**config.mk**
```make
export PLATFORM = sky130hd
export DESIGN_NAME = ifetch_line_buffer
export DESIGN_NICKNAME = d
export VERILOG_FILES = /design/src/rtl/ifetch_line_buffer.sv
export SDC_FILE = /design/constraint.sdc
export NUM_CORES = 1
export LEC_CHECK = 0
export ABC_AREA = 0
export CORE_ASPECT_RATIO = 1.4
export CORE_MARGIN = 2
export CORE_UTILIZATION = 50
export CTS_CLUSTER_SIZE = 8
export DETAILED_ROUTE_END_ITERATION = 10
export GPL_ROUTABILITY_DRIVEN = 1
export PLACE_DENSITY_LB_ADDON = 0.1
export SKIP_LAST_GASP = 1
export SLEW_MARGIN = 25
export SYNTH_ARGS = -nofsm -noshare
export SYNTH_HDL_FRONTEND = slang
export SYNTH_SLANG_ARGS = --single-unit
```
**constraint.sdc**
```tcl
create_clock -name clk -period 16.61 [get_ports clk]
set_input_delay 3.322 -clock clk [delete_from_list [all_inputs] [get_ports clk]]
set_output_delay 3.322 -clock clk [all_outputs]
set_load 0.01 [all_outputs]
```
**src/rtl/ifetch_line_buffer.sv**
```systemverilog
// Line-buffered instruction fetch: one AXI INCR burst per aligned line, 32-bit words to decode.
// Build option IFETCH_ZERO_HALT_EN: accepting a zero instruction halts fetch until reset.
module ifetch_line_buffer #(
    parameter int                  ID_WIDTH   = 13,
    parameter int                  ADDR_WIDTH = 64,
    parameter int                  DATA_WIDTH = 64,
    parameter int                  LINE_BEATS = 8,
    parameter logic [ID_WIDTH-1:0] AXI_ID     = '0
) (
    input  logic                  clk,
    input  logic                  reset,
    input  logic [ADDR_WIDTH-1:0] entry,
    output logic                  inst_valid,
    input  logic                  inst_ready,
    output logic [31:0]           inst,
    output logic [ADDR_WIDTH-1:0] inst_pc,
    output logic                  inst_fault,
    input  logic                  redirect_valid,
    input  logic [ADDR_WIDTH-1:0] redirect_pc,
    output logic [ID_WIDTH-1:0]   m_axi_arid,
    output logic [ADDR_WIDTH-1:0] m_axi_araddr,
    output logic [7:0]            m_axi_arlen,
    output logic [2:0]            m_axi_arsize,
    output logic [1:0]            m_axi_arburst,
    output logic                  m_axi_arvalid,
    input  logic                  m_axi_arready,
    input  logic [DATA_WIDTH-1:0] m_axi_rdata,
    input  logic [1:0]            m_axi_rresp,
    input  logic                  m_axi_rlast,
    input  logic                  m_axi_rvalid,
    output logic                  m_axi_rready,
    output logic                  halted
);
    localparam int BYTE_W     = $clog2(DATA_WIDTH / 8);
    localparam int LINE_BYTES = LINE_BEATS * DATA_WIDTH / 8;
    localparam int OFF_W      = $clog2(LINE_BYTES);
    localparam int BEAT_W     = (LINE_BEATS > 1) ? $clog2(LINE_BEATS) : 1;
    localparam logic [ADDR_WIDTH-1:0] LINE_MASK = {ADDR_WIDTH{1'b1}} << OFF_W;
    localparam logic [ADDR_WIDTH-1:0] WORD_MASK = {ADDR_WIDTH{1'b1}} << 2;

    typedef enum logic [2:0] {S_IDLE, S_REQ, S_FILL, S_SERVE, S_DRAIN, S_HALT} state_t;

    state_t                state_q, state_d;
    logic [ADDR_WIDTH-1:0] pc_q, pc_d;
    logic [ADDR_WIDTH-1:0] tag_q, tag_d;
    logic [ADDR_WIDTH-1:0] araddr_q, araddr_d;
    logic                  tag_valid_q, tag_valid_d;
    logic                  err_q, err_d;
    logic                  drain_pend_q, drain_pend_d;
    logic [BEAT_W-1:0]     beat_q, beat_d;
`ifdef IFETCH_ZERO_HALT_EN
    logic                  halted_q, halted_d;
`endif

    logic [DATA_WIDTH-1:0] line_mem [1 << BEAT_W];
    logic [DATA_WIDTH-1:0] cur_beat;
    logic [31:0]           inst_word;
    logic                  hit;

    assign cur_beat  = line_mem[BEAT_W'(pc_q[OFF_W-1:0] >> BYTE_W)];
    assign inst_word = 32'(cur_beat >> {pc_q[BYTE_W-1:0], 3'b000});
    assign hit       = tag_valid_q && ((pc_q & LINE_MASK) == tag_q);

    assign inst_valid = (state_q == S_SERVE) && hit && !redirect_valid;
    assign inst       = inst_valid ? inst_word : 32'h0;
    assign inst_pc    = inst_valid ? pc_q : '0;
    assign inst_fault = inst_valid && err_q;

    assign m_axi_arid    = AXI_ID;
    assign m_axi_arlen   = 8'(LINE_BEATS - 1);
    assign m_axi_arsize  = 3'(BYTE_W);
    assign m_axi_arburst = 2'b01;
    assign m_axi_arvalid = (state_q == S_REQ);
    assign m_axi_araddr  = m_axi_arvalid ? araddr_q : '0;
    assign m_axi_rready  = (state_q == S_FILL) || (state_q == S_DRAIN);

`ifdef IFETCH_ZERO_HALT_EN
    assign halted = halted_q;
`else
    assign halted = 1'b0;
`endif

    always_comb begin
        state_d      = state_q;
        pc_d         = pc_q;
        tag_d        = tag_q;
        araddr_d     = araddr_q;
        tag_valid_d  = tag_valid_q;
        err_d        = err_q;
        drain_pend_d = drain_pend_q;
        beat_d       = beat_q;
`ifdef IFETCH_ZERO_HALT_EN
        halted_d     = halted_q;
`endif
        case (state_q)
            S_IDLE: state_d = S_REQ;
            S_REQ: begin
                // An issued AR is never withdrawn; a redirect only decides whether its data is kept.
                if (m_axi_arready) begin
                    state_d      = (drain_pend_q || redirect_valid) ? S_DRAIN : S_FILL;
                    beat_d       = '0;
                    err_d        = 1'b0;
                    tag_valid_d  = 1'b0;
                    drain_pend_d = 1'b0;
                end else if (redirect_valid) begin
                    drain_pend_d = 1'b1;
                end
            end
            S_FILL: begin
                if (m_axi_rvalid) begin
                    beat_d = beat_q + BEAT_W'(1);
                    if ((m_axi_rresp & 2'b10) != 2'b00) err_d = 1'b1;
                    if (m_axi_rlast) begin
                        tag_d       = araddr_q;
                        tag_valid_d = 1'b1;
                        state_d     = S_SERVE;
                    end
                end
                if (redirect_valid) begin
                    tag_valid_d = 1'b0;
                    state_d     = (m_axi_rvalid && m_axi_rlast) ? S_REQ : S_DRAIN;
                end
            end
            S_SERVE: begin
                if (!redirect_valid) begin
                    if (!hit) begin
                        state_d = S_REQ;
                    end else if (inst_ready) begin
                        pc_d = pc_q + ADDR_WIDTH'(4);
`ifdef IFETCH_ZERO_HALT_EN
                        if (inst_word == 32'h0) begin
                            state_d  = S_HALT;
                            halted_d = 1'b1;
                        end
`endif
                    end
                end
            end
            S_DRAIN: if (m_axi_rvalid && m_axi_rlast) state_d = S_REQ;
            default: ;
        endcase

        if (redirect_valid && state_q != S_HALT) begin
            pc_d = redirect_pc & WORD_MASK;
            if (state_q == S_IDLE) state_d = S_SERVE;
        end

        // Address is captured once on entry so it stays stable for the whole AR handshake.
        if (state_d == S_REQ && state_q != S_REQ) araddr_d = pc_d & LINE_MASK;
    end

    always_ff @(posedge clk) begin
        if (state_q == S_FILL && m_axi_rvalid) line_mem[beat_q] <= m_axi_rdata;
    end

    always_ff @(posedge clk) begin
        if (reset) begin
            state_q      <= S_IDLE;
            pc_q         <= entry & WORD_MASK;
            tag_q        <= '0;
            araddr_q     <= '0;
            tag_valid_q  <= 1'b0;
            err_q        <= 1'b0;
            drain_pend_q <= 1'b0;
            beat_q       <= '0;
`ifdef IFETCH_ZERO_HALT_EN
            halted_q     <= 1'b0;
`endif
        end else begin
            state_q      <= state_d;
            pc_q         <= pc_d;
            tag_q        <= tag_d;
            araddr_q     <= araddr_d;
            tag_valid_q  <= tag_valid_d;
            err_q        <= err_d;
            drain_pend_q <= drain_pend_d;
            beat_q       <= beat_d;
`ifdef IFETCH_ZERO_HALT_EN
            halted_q     <= halted_d;
`endif
        end
    end
endmodule

```
==> run_results.csv, run 1 <==
group,metric,value,unit
run_status,status,"finished, final reports clean",
placed_design,gp_congestion,0.925,
yosys,synthArstFlopShare,0,%
yosys,avgSynthCellArea,14.0,sq um
route,drt-total-wl,86700,um
yosys,synth_top_family_by_area,"multiplexers",
setup_path,cp-end-kind,"output port",
setup_path,worstPathMaxFanout,79,
layout,multiInputGateArea,0.0100,sq mm
clocking,numCtsBuffers,97,
route,num_vias,20000,
yosys,synth_edf_count,516,
grt,grt_max_degree,84,
timing,drv_slew,0,
clocking,clock_path_buffers,3,
yosys,yosysTopAreaCell,"edfxtp_1",
route,drt_pass1_iterations,6,
clocking,postCtsSetupBuffers,0,
floorplan,die_x,211,um
setup_path,crit_family,"buffers and inverters",
pwr,powerDensity,115,mW/mm^2
yosys,yosys.area_share.xor_xnor,1.43,%
grt,track_usage,27.8,%
placed_design,dp_hpwl,54800,um
floorplan,die_area,0.0621,sq mm
placed_design,portBuffers,351,
yosys,synth_area,0.0301,sq mm
yosys,synth_area_leaders,"edfxtp_1 (52%), dfxtp_1 (12%), mux4_2 (12%)",
timing,setup_violations,0,
clocking,ctsHoldBuffers,0,
yosys,synth-seq-cells,702,
clocking,cts_root_buf,"clkbuf_16",
setup_path,crit_path_max_incr_delay,750,ps
setup_path,critical_path_class,"in2out",
timing,min_period,9800,ps
route,drc,0,
route,wl_met3,5840,um
route,wl_met2,43800,um
pwr,peakVddDrop,0.109,mV
layout,final_nets,2688,
timing,finalHoldViolCount,0,
grt,grt_overflow,0,
grt,grt_pass1_vias,20300,
yosys,ys_seq_area_share,64.0,%
grt,grt_pass1_wl,127000,um
route,wire_per_inst,26.5,um
yosys,yosys.area_share.simple,11.8,%
route,drt-met1-wl,32000,um
run,cap_violations,0,
layout,seq_area,0.0192,sq mm
route,final_antenna_net_count,0,
yosys,yosys.area_share.adder,0.117,%
pwr,p_leak,0.0125,uW
yosys,synth_compound_area_share,6.64,%
timing,rsz0062_at_grt,"false",
floorplan,die_h,294,um
clocking,cts_tree,"yes",
floorplan,core_area,0.0595,sq mm
timing,fmax,0.102,GHz
layout,area_delta_synth_final,22.7,%
timing,slew_headroom,32.8,%
floorplan,start_util,50.5,%
yosys,synth_ff_type,"edfxtp_1",
layout,nFillCells,4519,
setup_path,path_buf_inv,4,
yosys,syn_inst,2148,
setup_path,cpMaxStageDelayCell,"buf_4",
yosys,yosysUniqueCellTypes,77,
timing,tightest_slew,999,ps
yosys,synthMuxAreaShare,12.7,%
timing,fin_setup_tns,0,ps
yosys,yosys.area.top_type_share,51.6,%
setup_path,critPathLaunchType,"primary input",
clocking,clk_pin_slew_worst_paths,60,ps
floorplan,ios,392,
route,via_per_inst,6.12,
clocking,cts_htree_levels,3,
layout,drive_gt1_share,14.5,%
grt,antenna_found_initial,7,
clocking,numClockSinks,702,
yosys,yosys_warnings,0,
setup_path,crit_arrival,6480,ps
setup_path,required,13290,ps
floorplan,rows,106,
min_path,hold_class,"reg2reg",
setup_path,path_cells,"clkdlybuf4s50_1 > buf_4 > or4_1 > nor4_4 > buf_4 > and3_1 > clkdlybuf4s50_1",
timing,hold_ws,455,ps
route,routed.top_layer,"met5",
route,drt_iter0_markers,1579,
timing,clock_skew,20.5,ps
clocking,insertion_delay,640,ps
timing,fin_crit_sh,59.0,%
clocking,cts_resized,0,
-- per-stage QoR --
stage / instance area (sq um) / power, uW / setup WS (ps) / cells / utilization (%)
2_1_floorplan: 30200 / 2310 / 6980 / 2181 / -
3_5_place_dp: 34200 / 2520 / 6830 / 3140 / 57.4
6_report: 36900 / 4250 / 6810 / 3268 / 61.9
5_1_grt: 36900 / 4390 / 6680 / 3268 / 61.9
3_3_place_gp: 34200 / 2520 / 6930 / 3140 / 57.4
4_1_cts: 36800 / 4280 / 6820 / 3264 / 61.8
-- cells in the final DEF (no fill, tap or decap), types with 35 or more instances in the layout --
| cell | count |
|---|---|
| edfxtp_1 | 516 |
| clkdlybuf4s50_1 | 350 |
| nand2_1 | 208 |
| dfxtp_1 | 183 |
| mux4_2 | 160 |
| nor2_1 | 114 |
| clkbuf_16 | 98 |
| and3_1 | 93 |
| a21oi_1 | 93 |
| and2_1 | 66 |
| nand3_1 | 55 |
| buf_4 | 40 |
| o21ai_0 | 37 |
| conb_1 | 35 |
-- cell usage after synthesis, types with 5 or more instances --
library cell  number
nor2_1           116
a311oi_1           6
mux4_2           160
o21ba_2            5
nand3_1           55
nor4_1            31
xnor2_1           33
nor3b_1            8
mux2_2            15
buf_2              7
clkbuf_1         127
inv_1             29
o22ai_1            7
or4_1             11
a32o_1             8
edfxtp_1         516
dfxtp_1          186
nor2b_1            7
nand2_1          211
o311ai_0           9
a31oi_1            7
o31a_1             5
o31ai_1           33
and2_1            67
buf_1             18
buf_4             36
and3_1            93
o41ai_1           16
nand4_1           32
nor3_1            35
o21ai_0           37
o21a_1             5
a21oi_1           93
o211ai_1           6
mux2i_1            5
or3_1              7
xor2_1            16
a22o_1            10
and4_1             9
-- worst reg2reg max path: cells and delay by family, from the launching register on --
family	cells	cell delay (ps)
flops	1	390
simple gates	6	2060
buf+inv	2	1380
xor+xnor	1	560
compound gates	1	220
-- cells by family after synthesis --
group / count (synthesis)
flops: 702
mux: 180
xor+xnor: 49
fa+ha+maj: 3
buf+inv: 221
simple gates: 702
other cells: 2
compound gates: 289
-- final timing paths --
path / startpoint / end / slack (ps) / depth (start not counted)
setup reg to reg: pc_q[43] / araddr_q[51] / 11900 / 10
hold / removal: tag_q[51] / tag_q[51] / 450 / 2
setup / recovery: redirect_valid / inst_pc[6] / 6810 / 7
hold reg to reg: tag_q[51] / tag_q[51] / 450 / 2
-- power by group --
part | total, uW | internal (uW) | leakage, uW | switching, uW
registers | 2020 | 1940 | 0.00618 | 78.3
logic | 470 | 218 | 0.00500 | 253
clock network | 1760 | 1050 | 0.00128 | 702
-- state kept, by name, summed over array words and instances (netlist names), named ones only --
signal	count
araddr_q	58
line_mem	512
err_q	1
drain_pend_q	1
beat_q	3
tag_q	58
state_q	3
tag_valid_q	1
pc_q	62
-- area by class of cell --
type                            instances  share of cell area [%]
Clock inverter                          7                   0.339
Clock buffer                          117                    6.84
Antenna cell                            2                  0.0136
Timing Repair Buffer                  395                    10.6
Tap cell                              756                    2.56
Multi-Input combinational cell       1258                    27.2
Inverter                               31                   0.316
Sequential cell                       702                    52.1
-- per-layer routing --
layer	track usage, %	up-vias
li1	-	8864
met1	32.6	10000
met2	47.5	838
met3	5.36	231
met4	16.2	10
met5	0	-
Power figures use the tool's default switching activity.
==> inputs of run 2 (changes only) <==
clock period = 9.7 ns   (was 16.61 ns; I/O delays follow)
==> run 2 against run 1 <==
Clock skew increased by 12 ps. Cell area down 0.11%. Largest cell class unchanged. Die area is the same. Core utilization decreased by 0.069 points. First-iteration DRC count grew 17%.
==> run_results.csv, run 2 (synthesis results as in run 1) <==
group,metric,value,unit
pwr,p_int,5510,uW
pwr,peakVddDrop,0.154,mV
route,final_antenna_net_count,0,
grt,antenna_found_initial,4,
floorplan,rows,106,
layout,seq_area,0.0192,sq mm
layout,final_cell_mix,"edfxtp_1 (516), clkdlybuf4s50_1 (350), nand2_1 (208)",
setup_path,startpoint,"redirect_valid",
route,drt_iter0_markers,1850,
route,drt-total-wl,86700,um
timing,finalHoldViolCount,0,
floorplan,start_util,50.5,%
pwr,p_leak,0.0124,uW
layout,top_register,"line_mem",
pwr,powerDensity,198,mW/mm^2
timing,fmax,0.143,GHz
route,wl_met2,43300,um
timing,rsz0062_at_grt,"false",
pwr,pwr-share-comb,11.1,%
clocking,postCtsSetupBuffers,0,
placed_design,gp_congestion,0.980,
layout,fin_area,0.0368,sq mm
setup_path,r2r_start,"pc_q[42]",
setup_path,critPathLaunchType,"primary input",
grt,grt_max_degree,88,
timing,worst_slack,2690,ps
clocking,clk_pin_slew_worst_paths,50,ps
timing,slew_headroom,33.3,%
grt,track_usage,27.9,%
clocking,numClockSinks,702,
placed_design,portBuffers,351,
layout,nFillCells,4584,
layout,final_nets,2682,
pwr,p_clk_share,41.3,%
layout,multiInputGateArea,0.0101,sq mm
min_path,hold_class,"reg2reg",
pwr,swShare,24.3,%
pwr,switchingPower,1770,uW
route,num_vias,19900,
floorplan,die_x,211,um
timing,min_period,7010,ps
route,drt_pass1_iterations,6,
pwr,seqPwrFrac,47.6,%
timing,clock_skew,32.3,ps
route,wire_per_inst,26.6,um
setup_path,cp-end-kind,"output port",
placed_design,placed_area,0.0342,sq mm
route,wl_met3,6130,um
route,via_per_inst,6.09,
timing,drv_slew,0,
grt,grt_pass1_wl,127000,um
floorplan,die_area,0.0621,sq mm
timing,hold_ws,455,ps
floorplan,die_h,294,um
floorplan,core_area,0.0595,sq mm
grt,grt_overflow,0,
placed_design,post-place-ws,2720,ps
run_status,status,"finished, final reports clean",
timing,fin_crit_sh,72.2,%
placed_design,dp_hpwl,54700,um
timing,setup_violations,0,
clocking,ctsHoldBuffers,0,
clocking,cts_htree_levels,3,
setup_path,crit_arrival,5070,ps
layout,area_delta_synth_final,22.6,%
clocking,clock_path_buffers,3,
grt,grt_pass1_vias,20100,
clocking,cts_resized,0,
setup_path,required,7760,ps
layout,top_regs,"line_mem (512), pc_q (62)",
setup_path,worstPathMaxFanout,79,
layout,drive_gt1_share,14.4,%
layout,layout_commonest_cell,"edfxtp_1",
layout,fin_util,61.9,%
clocking,insertion_delay,640,ps
route,drc,0,
floorplan,ios,392,
timing,fin_setup_tns,0,ps
clocking,cts_tree,"yes",
setup_path,critical_path_class,"in2out",
clocking,numCtsBuffers,97,
min_path,hold_start,"tag_q[19]",
route,drt-met1-wl,32400,um
layout,largest_reg_flops,512,
run,cap_violations,0,
timing,tightest_slew,1000,ps
route,routed.top_layer,"met5",
clocking,cts_root_buf,"clkbuf_16",
-- run 2: cell type report --
type	count	share of cell area, %
well taps	756	2.57
diodes	3	0.0204
flip-flops and latches	702	52.2
inverters	31	0.316
multi-input cells	1258	27.3
clock buffers	118	6.86
repair buffers	389	10.4
clock inverters	7	0.340
-- run 2: worst max-delay path, cell delays in order --
cell and delay (ps):
clkdlybuf4s50_1 400, buf_4 210, or4_1 600, nor4_4 190, buf_4 770, and3_1 310
clkdlybuf4s50_1 600
-- run 2: worst paths after layout --
kind             endpoint  slack [ps]  depth (start not counted)
min reg2reg     tag_q[19]         450                          2
min             tag_q[19]         450                          2
max reg2reg  araddr_q[51]        4800                         10
max            inst_pc[6]        2690                          7
-- run 2: power by group through the flow --
stage	Sequential, uW	Clock [uW]	Combinational, uW
global placement	3520	0	784
CTS	3470	3060	798
global route	3480	3180	860
floorplan	3440	0	509
detailed placement	3530	0	793
finish	3470	3010	805
-- run 2: layer usage --
layer	GRT usage [%]	vias to the layer above
met1	33.4	9933
li1	-	8866
met4	15.0	4
met5	0	-
met3	5.19	216
met2	47.6	864
-- run 2: per-stage QoR --
step	total power (uW)	instances
after floorplan	3950	2181
after global placement	4310	3135
after detailed placement	4320	3135
after CTS	7330	3260
after global routing	7520	3262
final	7280	3264
